`src/rtl/ram_message_uart_tx.sv`:
```
// ram_message_uart_tx: reads a NUL-terminated ASCII message from the
// message RAM and sends it out as UART 8N1, LSB first.
module ram_message_uart_tx #(
    parameter int DataLength   = 7,
    parameter int AddressBits  = 5,
    parameter int MemorySize   = 21,
    parameter int ClocksPerBit = 10416
) (
    input  logic                   Clock,
    input  logic                   Reset,
    input  logic                   Start,
    output logic                   ReadOrWrite,
    output logic [AddressBits-1:0] Address,
    input  logic [DataLength-1:0]  CharIn,
    output logic                   TxSerial,
    output logic                   Busy,
    output logic                   Done,
    output logic [AddressBits:0]   CharsSent
);

    localparam int FrameBits = DataLength + 1;
    localparam int BaudBits  = (ClocksPerBit > 1) ? $clog2(ClocksPerBit) : 1;
    localparam int BitBits   = (FrameBits > 1) ? $clog2(FrameBits) : 1;

    localparam logic [BaudBits-1:0]    BaudLast = BaudBits'(ClocksPerBit - 1);
    localparam logic [BitBits-1:0]     BitLast  = BitBits'(FrameBits - 1);
    localparam logic [AddressBits-1:0] AddrLast = AddressBits'(MemorySize - 1);

    typedef enum logic [2:0] {
        IDLE,
        FETCH,
        LOAD,
        START,
        DATA,
        STOP,
        DONE
    } state_t;

    state_t state;
    state_t state_next;

    logic [BaudBits-1:0]  baud;
    logic [BitBits-1:0]   bit_count;
    logic [DataLength:0]  shifter;

    logic baud_last;
    logic bit_last;
    logic addr_last;

    assign ReadOrWrite = 1'b1;
    assign baud_last   = (baud == BaudLast);
    assign bit_last    = (bit_count == BitLast);
    assign addr_last   = (Address == AddrLast);

    // State register
    always_ff @(posedge Clock) begin
        if (Reset) begin
            state <= IDLE;
        end else begin
            state <= state_next;
        end
    end

    // Next-state decode
    always_comb begin
        state_next = state;
        case (state)
            IDLE: begin
                if (Start) begin
                    state_next = FETCH;
                end
            end
            FETCH: begin
                state_next = LOAD;
            end
            LOAD: begin
                if (CharIn == '0) begin
                    state_next = DONE;
                end else begin
                    state_next = START;
                end
            end
            START: begin
                if (baud_last) begin
                    state_next = DATA;
                end
            end
            DATA: begin
                if (baud_last && bit_last) begin
                    state_next = STOP;
                end
            end
            STOP: begin
                if (baud_last) begin
                    state_next = addr_last ? DONE : FETCH;
                end
            end
            DONE: begin
                state_next = IDLE;
            end
            default: begin
                state_next = IDLE;
            end
        endcase
    end

    // Outputs decoded from the state and the shift register
    always_comb begin
        TxSerial = 1'b1;
        Busy     = 1'b1;
        Done     = 1'b0;
        case (state)
            IDLE: begin
                Busy = 1'b0;
            end
            START: begin
                TxSerial = 1'b0;
            end
            DATA: begin
                TxSerial = shifter[0];
            end
            DONE: begin
                Done = 1'b1;
            end
            default: begin
            end
        endcase
    end

    // Baud/bit timing, character shifter, address walk and sent count
    always_ff @(posedge Clock) begin
        if (Reset) begin
            baud      <= '0;
            bit_count <= '0;
            shifter   <= '0;
            Address   <= '0;
            CharsSent <= '0;
        end else begin
            case (state)
                IDLE: begin
                    baud      <= '0;
                    bit_count <= '0;
                    Address   <= '0;
                    if (Start) begin
                        CharsSent <= '0;
                    end
                end
                LOAD: begin
                    baud      <= '0;
                    bit_count <= '0;
                    shifter   <= {1'b0, CharIn};
                end
                START: begin
                    baud <= baud_last ? '0 : baud + 1'b1;
                end
                DATA: begin
                    if (baud_last) begin
                        baud      <= '0;
                        bit_count <= bit_count + 1'b1;
                        shifter   <= shifter >> 1;
                    end else begin
                        baud <= baud + 1'b1;
                    end
                end
                STOP: begin
                    if (baud_last) begin
                        baud      <= '0;
                        CharsSent <= CharsSent + 1'b1;
                        if (!addr_last) begin
                            Address <= Address + 1'b1;
                        end
                    end else begin
                        baud <= baud + 1'b1;
                    end
                end
                DONE: begin
                    Address <= '0;
                end
                default: begin
                end
            endcase
        end
    end

endmodule

```
`config.mk`:
```
export PLATFORM = sky130hd
export DESIGN_NAME = ram_message_uart_tx
export DESIGN_NICKNAME = d
export VERILOG_FILES = /design/src/rtl/ram_message_uart_tx.sv
export SDC_FILE = /design/constraint.sdc
export NUM_CORES = 1
export LEC_CHECK = 0
export BUFFER_PORTS_ARGS = -buffer_cell sky130_fd_sc_hd__buf_2
export CAP_MARGIN = 20
export CORE_MARGIN = 3
export CORE_UTILIZATION = 65
export CTS_BUF_LIST = sky130_fd_sc_hd__clkbuf_4 sky130_fd_sc_hd__clkbuf_8
export DETAILED_ROUTE_END_ITERATION = 10
export PLACE_DENSITY = 0.92
export SLEW_MARGIN = 25
export SYNTH_ARGS = -nofsm -noshare
export SYNTH_HDL_FRONTEND = slang
export SYNTH_SLANG_ARGS = --single-unit
```
`constraint.sdc`:
```
create_clock -name Clock -period 4.1 [get_ports Clock]
set_input_delay 0.41 -clock Clock [delete_from_list [all_inputs] [get_ports Clock]]
set_output_delay 0.41 -clock Clock [all_outputs]
set_load 0.02 [all_outputs]
```
==> flow_summary_export.csv, run 1 <==
group,metric,value,unit
synth,ys_async_sr_fraction,0,%
synth,ys.warnings.count,0,
setup_path,reg2reg_slack,1.59,ns
setup_path,reg2regPathDepth,5,
setup_path,start_kind,"flip-flop",
timing,tns,0,ns
setup_path,worstSetupEndpointType,"flip-flop",
cts,clk_path_buf_depth,2,
timing,setup_viol,0,
setup_path,crit_end,"CharsSent[5]",
drt,vias_per_cell,6.66,
layout,area_delta_synth_final,5.18,%
timing,hold_viol,0,
setup_path,critPathKind,"flip-flop to flip-flop",
power_and_ir_drop,p_clk_share,19.6,%
synth,syn_inst,264,
synth,yosysSeqAreaShare,33.5,%
global_routing,grt_max_degree,39,
cts,ctsHoldBuffers,0,
floorplanning,io_pins,25,
setup_path,critical_path_required,4.38,ns
cts,post_cts_resized,0,
floorplanning,start_util,71.4,%
drt,drt-total-wl,5050,µm
timing,fin_crit,2.51,ns
drt,vias,2123,
floorplanning,core-area,0.00318,mm²
placed_design,dp_hpwl,3500,µm
global_routing,antenna_found_initial,0,
synth,synth_area_leaders,"dfxtp_1, a211oi_1, a31oi_1",
timing,fin_crit_sh,61.2,%
setup_path,crit_path_start,"baud[0]",
cts,clock-sinks,38,
layout,nets,291,
power_and_ir_drop,switching_share,38.4,%
layout,fin_util,75.1,%
global_routing,grt_pass1_vias,1881,
cts,post_cts_buffers,0,
timing,worstMarginPinSlew,0.761,ns
placed_design,pre_cts_ws,1.65,ns
synth,synth_seq_cells,38,
synth,synth_common_cells,"dfxtp_1, nand2_1, a211oi_1",
run,max-cap-violations,0,
setup_path,cp.arrival,2.79,ns
timing,fmax,398,MHz
power_and_ir_drop,intPower,0.616,mW
timing,maxSlewHeadroom,49.2,%
layout,drive_gt1_share,13.8,%
drt,firstDrtPassIters,5,
cts,root_buffer,"clkbuf_4",
cts,cts_tree,"built",
global_routing,overflow,0,
power_and_ir_drop,ir_drop,0.000280,V
drt,antenna_left,0,
synth,synth_nets,280,
timing,rsz0062_at_grt,"false",
synth,synth_most_common_cell,"dfxtp_1",
setup_path,timing.rr.end,"CharsSent[5]",
cts,clkTransAtPathRegs,0.11,ns
floorplanning,die_h,65.1,µm
power_and_ir_drop,power_density,419,mW/mm²
cts,cts.htree.levels,2,
synth,netlist_area,0.00227,mm²
synth,syn_area_per_cell,8.60,µm²
placed_design,port_buffers,23,
power_and_ir_drop,power.leakage,0.796,nW
outcome,status,"finished clean",
setup_path,r2r-start,"baud[0]",
placed_design,place.gp.congestion,0.894,
floorplanning,rows,20,
layout,fillCellCount,250,
timing,drv_slew,0,
cts,clk_latency,0.35,ns
setup_path,critPathMaxFanout,32,
synth,synth_edf_count,0,
cts,cts_buffers,5,
global_routing,grt_pass1_wl,8540,µm
power_and_ir_drop,p_seq_share,47.5,%
synth,synth_cell_type_count,61,
power_and_ir_drop,comb_power_share,32.9,%
drt,drc,0,
power_and_ir_drop,p_total,1.00,mW
drt,drtIter0Drc,179,
power_and_ir_drop,netSwitchingPower,0.384,mW
global_routing,track_usage,25.2,%
synth,ys_dominant_reg_cell,"dfxtp_1",
floorplanning,dieWidth,65.1,µm
layout,n_antenna_cell,0,
timing,fin_worst_skew,0.00539,ns
synth,yosys.area.top_type,"dfxtp_1",
drt,wl_per_cell,15.8,µm
floorplanning,fp.dieArea,0.00424,mm²
worst_hold_path,hp-class,"primary input to flip-flop",
timing,layout_setup_ws,1.59,ns
synth,yosysTopAreaCellShare,33.5,%
worst max-delay path, stage by stage (launching register included):
cell,delay (ns)
dfxtp_1,0.42
ha_1,0.25
and4_1,0.27
nand4_2,0.61
or4_1,0.72
a31oi_1,0.16
cell families (layout without fill, tap and decap cells):
logic type | after synthesis | count (layout) | synth area share [%]
simple gates | 99 | 99 | 26.6
compound gates | 78 | 78 | 24.3
fa+ha+maj | 6 | 6 | 3.31
flops | 38 | 38 | 33.5
buf+inv | 28 | 39 | 6.12
other cells | 1 | 1 | 0.165
xor+xnor | 4 | 4 | 1.54
mux | 10 | 10 | 4.52
sequential cells by signal (all words and copies together), names as in the netlist:
name       count
state          3
CharsSent      6
baud          14
Address        5
shifter        7
bit_count      3
per-layer routing:
| layer | track usage (%) | up-vias | share of wire (%) |
|---|---|---|---|
| li1 | - | 1043 | - |
| met1 | 33.6 | 1004 | 46 |
| met2 | 40.4 | 69 | 47 |
| met3 | 4.96 | 7 | 6.3 |
| met4 | 9.84 | 0 | 1.2 |
| met5 | 0 | - | 0 |
cells in the final DEF, fill, tap and decap left out, drive strengths merged, types with 9 or more instances in the layout:
master / Yosys / final
buf: 8 / 23
a21oi: 11 / 11
nand2: 18 / 18
a211oi: 17 / 17
a31oi: 13 / 13
dfxtp: 38 / 38
inv: 9 / 9
nand3: 15 / 15
nor2: 10 / 10
power groups by stage:
stage	sequential [mW]	clock (mW)	combinational (mW)
finish	0.475	0.196	0.330
global route	0.482	0.212	0.365
CTS	0.473	0.197	0.325
detailed placement	0.481	0	0.320
global placement	0.477	0	0.313
floorplan	0.438	0	0.290
through the flow:
step | hold slack (ns) | instance area, µm² | instances
final | 0.363 | 2390 | 319
after global routing | 0.396 | 2390 | 319
after CTS | 0.365 | 2390 | 319
after detailed placement | 0.488 | 2330 | 312
after global placement | 0.473 | 2330 | 312
after floorplan | 0.447 | 2270 | 264
area by class of cell:
type	instances	area (µm²)	area share [%]
timing repair buffer	23	115	4.82
sequential	38	761	31.9
tap	44	55.1	2.31
inverter	9	33.8	1.42
multi-input combinational	198	1370	57.4
clock buffer	7	52.6	2.20
worst min path at each step:
stage | startpoint | to | slack [ns] | cells past startpoint
6_report | CharIn[6] | shifter[6] | 0.36 | 3
5_1_grt | CharIn[6] | shifter[6] | 0.40 | 3
4_1_cts | CharIn[6] | shifter[6] | 0.36 | 3
3_5_place_dp | baud[12] | baud[12] | 0.49 | 1
3_3_place_gp | baud[12] | baud[12] | 0.47 | 1
2_1_floorplan | baud[12] | baud[12] | 0.45 | 1
No activity file was read; power rests on OpenSTA's default activity.
==> run 2: changes to the inputs <==
- CORE_UTILIZATION: 65 -> 55
- PLACE_DENSITY: 0.92 -> 0.84
- clock period: 4.1 -> 2.1 ns (I/O delays scaled with it)
==> run 2 against run 1 <==
Wire length rose by 8.0%. Worst hold slack got worse by 0.14 ns. Die area rose by 16%. Non-clock buffer count rose by 12. Fmax rose by 29%. Critical endpoint is now baud[13]. Sequential share of layout area fell by 1.9 points. Via count rose by 3.3%. Design area rose by 6.2%.
==> flow_summary_export.csv, run 2 (synthesis results as in run 1) <==
group,metric,value,unit
drt,drt-total-wl,5450,µm
drt,drtIter0Drc,228,
placed_design,dp_hpwl,3770,µm
global_routing,track_usage,22.3,%
outcome,status,"finished clean",
floorplanning,start_util,59.3,%
setup_path,crit_path_start,"baud[0]",
layout,largest_reg_flops,14,
floorplanning,io_pins,25,
cts,cts_buffers,5,
timing,tns,0,ns
setup_path,reg2regPathDepth,5,
cts,clk_path_buf_depth,2,
worst_hold_path,hp-class,"primary input to flip-flop",
layout,fin_util,66.3,%
timing,worstMarginPinSlew,0.659,ns
setup_path,timing.rr.end,"baud[13]",
floorplanning,rows,22,
global_routing,grt_pass1_wl,9140,µm
setup_path,start_kind,"flip-flop",
setup_path,cp_num_buf_inv,0,
drt,antenna_left,0,
setup_path,critPathKind,"flip-flop to flip-flop",
setup_path,cp.arrival,2.17,ns
drt,vias,2194,
setup_path,worst_path_max_delay_cell,"or4b_1",
cts,clkTransAtPathRegs,0.08,ns
placed_design,place.gp.congestion,0.851,
drt,vias_per_cell,6.53,
floorplanning,dieWidth,70.2,µm
timing,fin_worst_skew,0.0107,ns
global_routing,overflow,0,
placed_design,pre_cts_ws,0.122,ns
layout,drive_gt1_share,18.1,%
cts,ctsHoldBuffers,0,
setup_path,worstSetupEndpointType,"flip-flop",
global_routing,grt_max_degree,39,
layout,layout_common_cells,"dfxtp_1, buf_2, nand2_1",
power_and_ir_drop,ir_drop,0.000506,V
timing,drv_slew,0,
cts,post_cts_buffers,0,
layout,mostFrequentLayoutCell,"dfxtp_1",
drt,wl_per_cell,16.2,µm
placed_design,port_buffers,23,
floorplanning,core-area,0.00383,mm²
setup_path,critPathMaxFanout,15,
drt,drc,0,
layout,largest-register,"baud",
timing,fmax,512,MHz
setup_path,max_stage_delay,0.55,ns
timing,setup_viol,0,
layout,area_delta_synth_final,11.7,%
timing,layout_setup_ws,0.147,ns
cts,root_buffer,"clkbuf_8",
setup_path,critical_path_required,2.32,ns
setup_path,cp_cell_sequence,"ha_1 -> and4_1 -> and4_2 -> or4b_1 -> a31oi_1",
floorplanning,die_h,70.2,µm
timing,maxSlewHeadroom,56.0,%
setup_path,reg2reg_slack,0.15,ns
cts,clk_latency,0.30,ns
power_and_ir_drop,power.leakage,0.893,nW
timing,hold_viol,0,
timing,fin_crit_sh,93.0,%
timing,holdWs,0.220,ns
global_routing,grt_pass1_vias,1973,
setup_path,crit_end,"baud[13]",
setup_path,r2r-start,"baud[0]",
layout,nets,303,
floorplanning,fp.dieArea,0.00493,mm²
setup_path,crit_family,"simple AND/OR/NAND/NOR gates",
cts,post_cts_resized,0,
drt,firstDrtPassIters,5,
cts,clock-sinks,38,
run,max-cap-violations,0,
cts,cts.htree.levels,2,
setup_path,crit_cells,5,
power_and_ir_drop,power_density,856,mW/mm²
timing,fin_crit,1.95,ns
layout,n_antenna_cell,0,
layout,top_regs,"baud (14), shifter (7), CharsSent (6)",
cts,cts_tree,"built",
timing,rsz0062_at_grt,"false",
global_routing,antenna_found_initial,0,
run 2: cell count changes in the layout (fill, tap and decap cells not counted):
cell,before,now
buf_4,0,12
and4_1,3,2
and4_2,0,1
nand4_4,0,1
nand4_2,1,0
clkbuf_4,7,1
clkbuf_8,0,6
clkinv_2,0,1
run 2: layer usage:
layer	part of all wire, %	global-route usage [%]
met2	47	36.1
met4	0.77	4.47
met5	0	0
met1	47	30.2
met3	5.3	5.32
run 2: worst min-delay path, stage by stage:
cell and delay, ns:
buf_2 0.11, nand3b_1 0.08, a31oi_1 0.08
run 2: stage by stage:
step / area (µm²) / power [mW] / cells
4_1_cts: 2520 / 2.16 / 336
3_3_place_gp: 2430 / 1.60 / 328
6_report: 2530 / 2.17 / 336
5_1_grt: 2530 / 2.28 / 336
3_5_place_dp: 2430 / 1.63 / 328
2_1_floorplan: 2270 / 1.42 / 264
run 2: report_power, final:
| group | switching (mW) | total, mW | internal [mW] |
|---|---|---|---|
| Clock | 0.265 | 0.543 | 0.278 |
| Sequential | 0.0581 | 0.857 | 0.799 |
| Combinational | 0.476 | 0.770 | 0.294 |
run 2: worst min-delay path by stage:
stage / from / to / slack, ns / cells past startpoint
floorplan: CharIn[6] / shifter[6] / 0.40 / 2
global route: CharIn[6] / shifter[6] / 0.23 / 3
CTS: CharIn[6] / shifter[6] / 0.23 / 3
global placement: baud[12] / baud[12] / 0.46 / 1
detailed placement: baud[12] / baud[12] / 0.48 / 1
finish: CharIn[6] / shifter[6] / 0.22 / 3
run 2: cell type report:
class                           count  area (µm²)
Multi-Input combinational cell    198        1380
Fill cell                         316        1290
Sequential cell                    38         761
Timing Repair Buffer               35         205
Clock buffer                        7        90.1
Tap cell                           48        60.1
Inverter                            9        33.8
Clock inverter                      1        5.00
==> run 3: changes to the inputs <==
- CORE_UTILIZATION: 55 -> 50
- PLACE_DENSITY: 0.84 -> 0.77
==> run 3 against run 2 <==
Clock power about the same. Combinational power down 3%. Design area rose by 1.3%. Sequential share of layout area decreased by 0.38 points.
==> flow_summary_export.csv, run 3 (synthesis results as in run 1) <==
group,metric,value,unit
setup_path,r2r-start,"baud[0]",
setup_path,max_stage_delay,0.54,ns
cts,cts.htree.levels,2,
floorplanning,io_pins,25,
worst_hold_path,worstHoldEndpoint,"shifter[6]",
drt,drt-total-wl,5290,µm
cts,post_cts_resized,0,
drt,firstDrtPassIters,4,
layout,fin_util,61.5,%
placed_design,port_buffers,23,
placed_design,place.gp.congestion,0.887,
layout,mostFrequentLayoutCell,"dfxtp_1",
layout,n_antenna_cell,0,
cts,root_buffer,"clkbuf_8",
layout,largest-register,"baud",
worst_hold_path,whs_path_depth,3,
global_routing,track_usage,21.0,%
floorplanning,rows,23,
cts,cts_buffers,5,
layout,drive_gt1_share,19.2,%
setup_path,critical_path_required,2.32,ns
setup_path,critPathMaxFanout,17,
setup_path,start_kind,"flip-flop",
layout,largest_reg_flops,14,
worst_hold_path,worst_hold_startpoint,"CharIn[6]",
layout,top_regs,"baud (14), shifter (7), CharsSent (6)",
timing,worstMarginPinSlew,0.646,ns
cts,ctsHoldBuffers,0,
outcome,status,"finished clean",
layout,nets,307,
floorplanning,fp.dieArea,0.00538,mm²
timing,tns,0,ns
cts,post_cts_buffers,0,
timing,fin_crit,1.91,ns
setup_path,critPathKind,"flip-flop to flip-flop",
cts,clk_latency,0.29,ns
global_routing,overflow,0,
timing,fmax,523,MHz
drt,antenna_left,0,
drt,vias,2149,
cts,clk_path_buf_depth,2,
drt,drc,0,
drt,wl_per_cell,15.5,µm
global_routing,antenna_found_initial,0,
layout,area_delta_synth_final,13.1,%
cts,clock-sinks,38,
floorplanning,core-area,0.00417,mm²
run,max-cap-violations,0,
cts,cts_tree,"built",
cts,clkTransAtPathRegs,0.08,ns
drt,drtIter0Drc,187,
timing,hold_viol,0,
timing,fin_worst_skew,0.00832,ns
setup_path,cp_cell_sequence,"ha_1 -> and4_1 -> and4_2 -> or4b_1 -> a31oi_1",
setup_path,cp.arrival,2.13,ns
setup_path,timing.rr.end,"baud[13]",
placed_design,dp_hpwl,3790,µm
power_and_ir_drop,power_density,843,mW/mm²
timing,setup_viol,0,
timing,drv_slew,0,
layout,layout_common_cells,"dfxtp_1, buf_2, nand2_1",
worst_hold_path,hp-class,"primary input to flip-flop",
timing,maxSlewHeadroom,57.0,%
global_routing,grt_pass1_vias,1958,
power_and_ir_drop,ir_drop,0.000380,V
timing,fin_crit_sh,91.0,%
setup_path,reg2regPathDepth,5,
floorplanning,start_util,54.4,%
timing,rsz0062_at_grt,"false",
setup_path,reg2reg_slack,0.19,ns
power_and_ir_drop,power.leakage,0.913,nW
floorplanning,die_h,73.4,µm
floorplanning,dieWidth,73.4,µm
drt,vias_per_cell,6.28,
global_routing,grt_pass1_wl,9160,µm
setup_path,worst_path_max_delay_cell,"or4b_1",
setup_path,worstSetupEndpointType,"flip-flop",
global_routing,grt_max_degree,39,
## run 3: layer usage
layer	global-route usage, %	share of wire, %
met1	30.8	50
met2	31.5	44
met3	3.28	4.9
met4	6.44	0.87
met5	0	0
## run 3: report_power, final
part	internal (mW)	leakage, nW	switching [mW]
Sequential	0.798	0.308	0.0747
Clock	0.278	0.0517	0.263
Combinational	0.299	0.554	0.452
## run 3: how the worst max path moves through the flow
stage,from,endpoint,slack (ns),cells past startpoint
4_1_cts,baud[0],bit_count[2],0.06,5
5_1_grt,baud[0],baud[13],0.08,5
3_5_place_dp,baud[0],bit_count[2],0.08,5
2_1_floorplan,baud[0],baud[13],0.30,6
6_report,baud[0],baud[13],0.19,5
3_3_place_gp,baud[0],state[2],0.20,5
## run 3: metrics by stage
| step | area (µm²) | hold slack (ns) | setup slack [ns] | total power [mW] | std cells |
|---|---|---|---|---|---|
| floorplan | 2270 | 0.397 | 0.301 | 1.42 | 264 |
| global placement | 2460 | 0.471 | 0.196 | 1.61 | 334 |
| detailed placement | 2460 | 0.482 | 0.0803 | 1.63 | 334 |
| CTS | 2560 | 0.225 | 0.0593 | 2.16 | 342 |
| global route | 2570 | 0.248 | 0.0755 | 2.28 | 342 |
| finish | 2570 | 0.225 | 0.190 | 2.17 | 342 |
## run 3: area by class of cell
type | count | area [µm²]
clock inverters | 1 | 5.00
multi-input cells | 198 | 1380
clock buffers | 7 | 90.1
flip-flops and latches | 38 | 761
inverters | 9 | 33.8
fillers | 385 | 1610
well taps | 50 | 62.6
repair buffers | 39 | 235
## run 3: critical path, delay by kind of cell, from the launching register on
kind | cells | cell delay [ns]
and+or+nand+nor | 3 | 1.14
DFF | 1 | 0.32
adders and majority gates | 1 | 0.21
AOI/OAI and AO/OA | 1 | 0.16
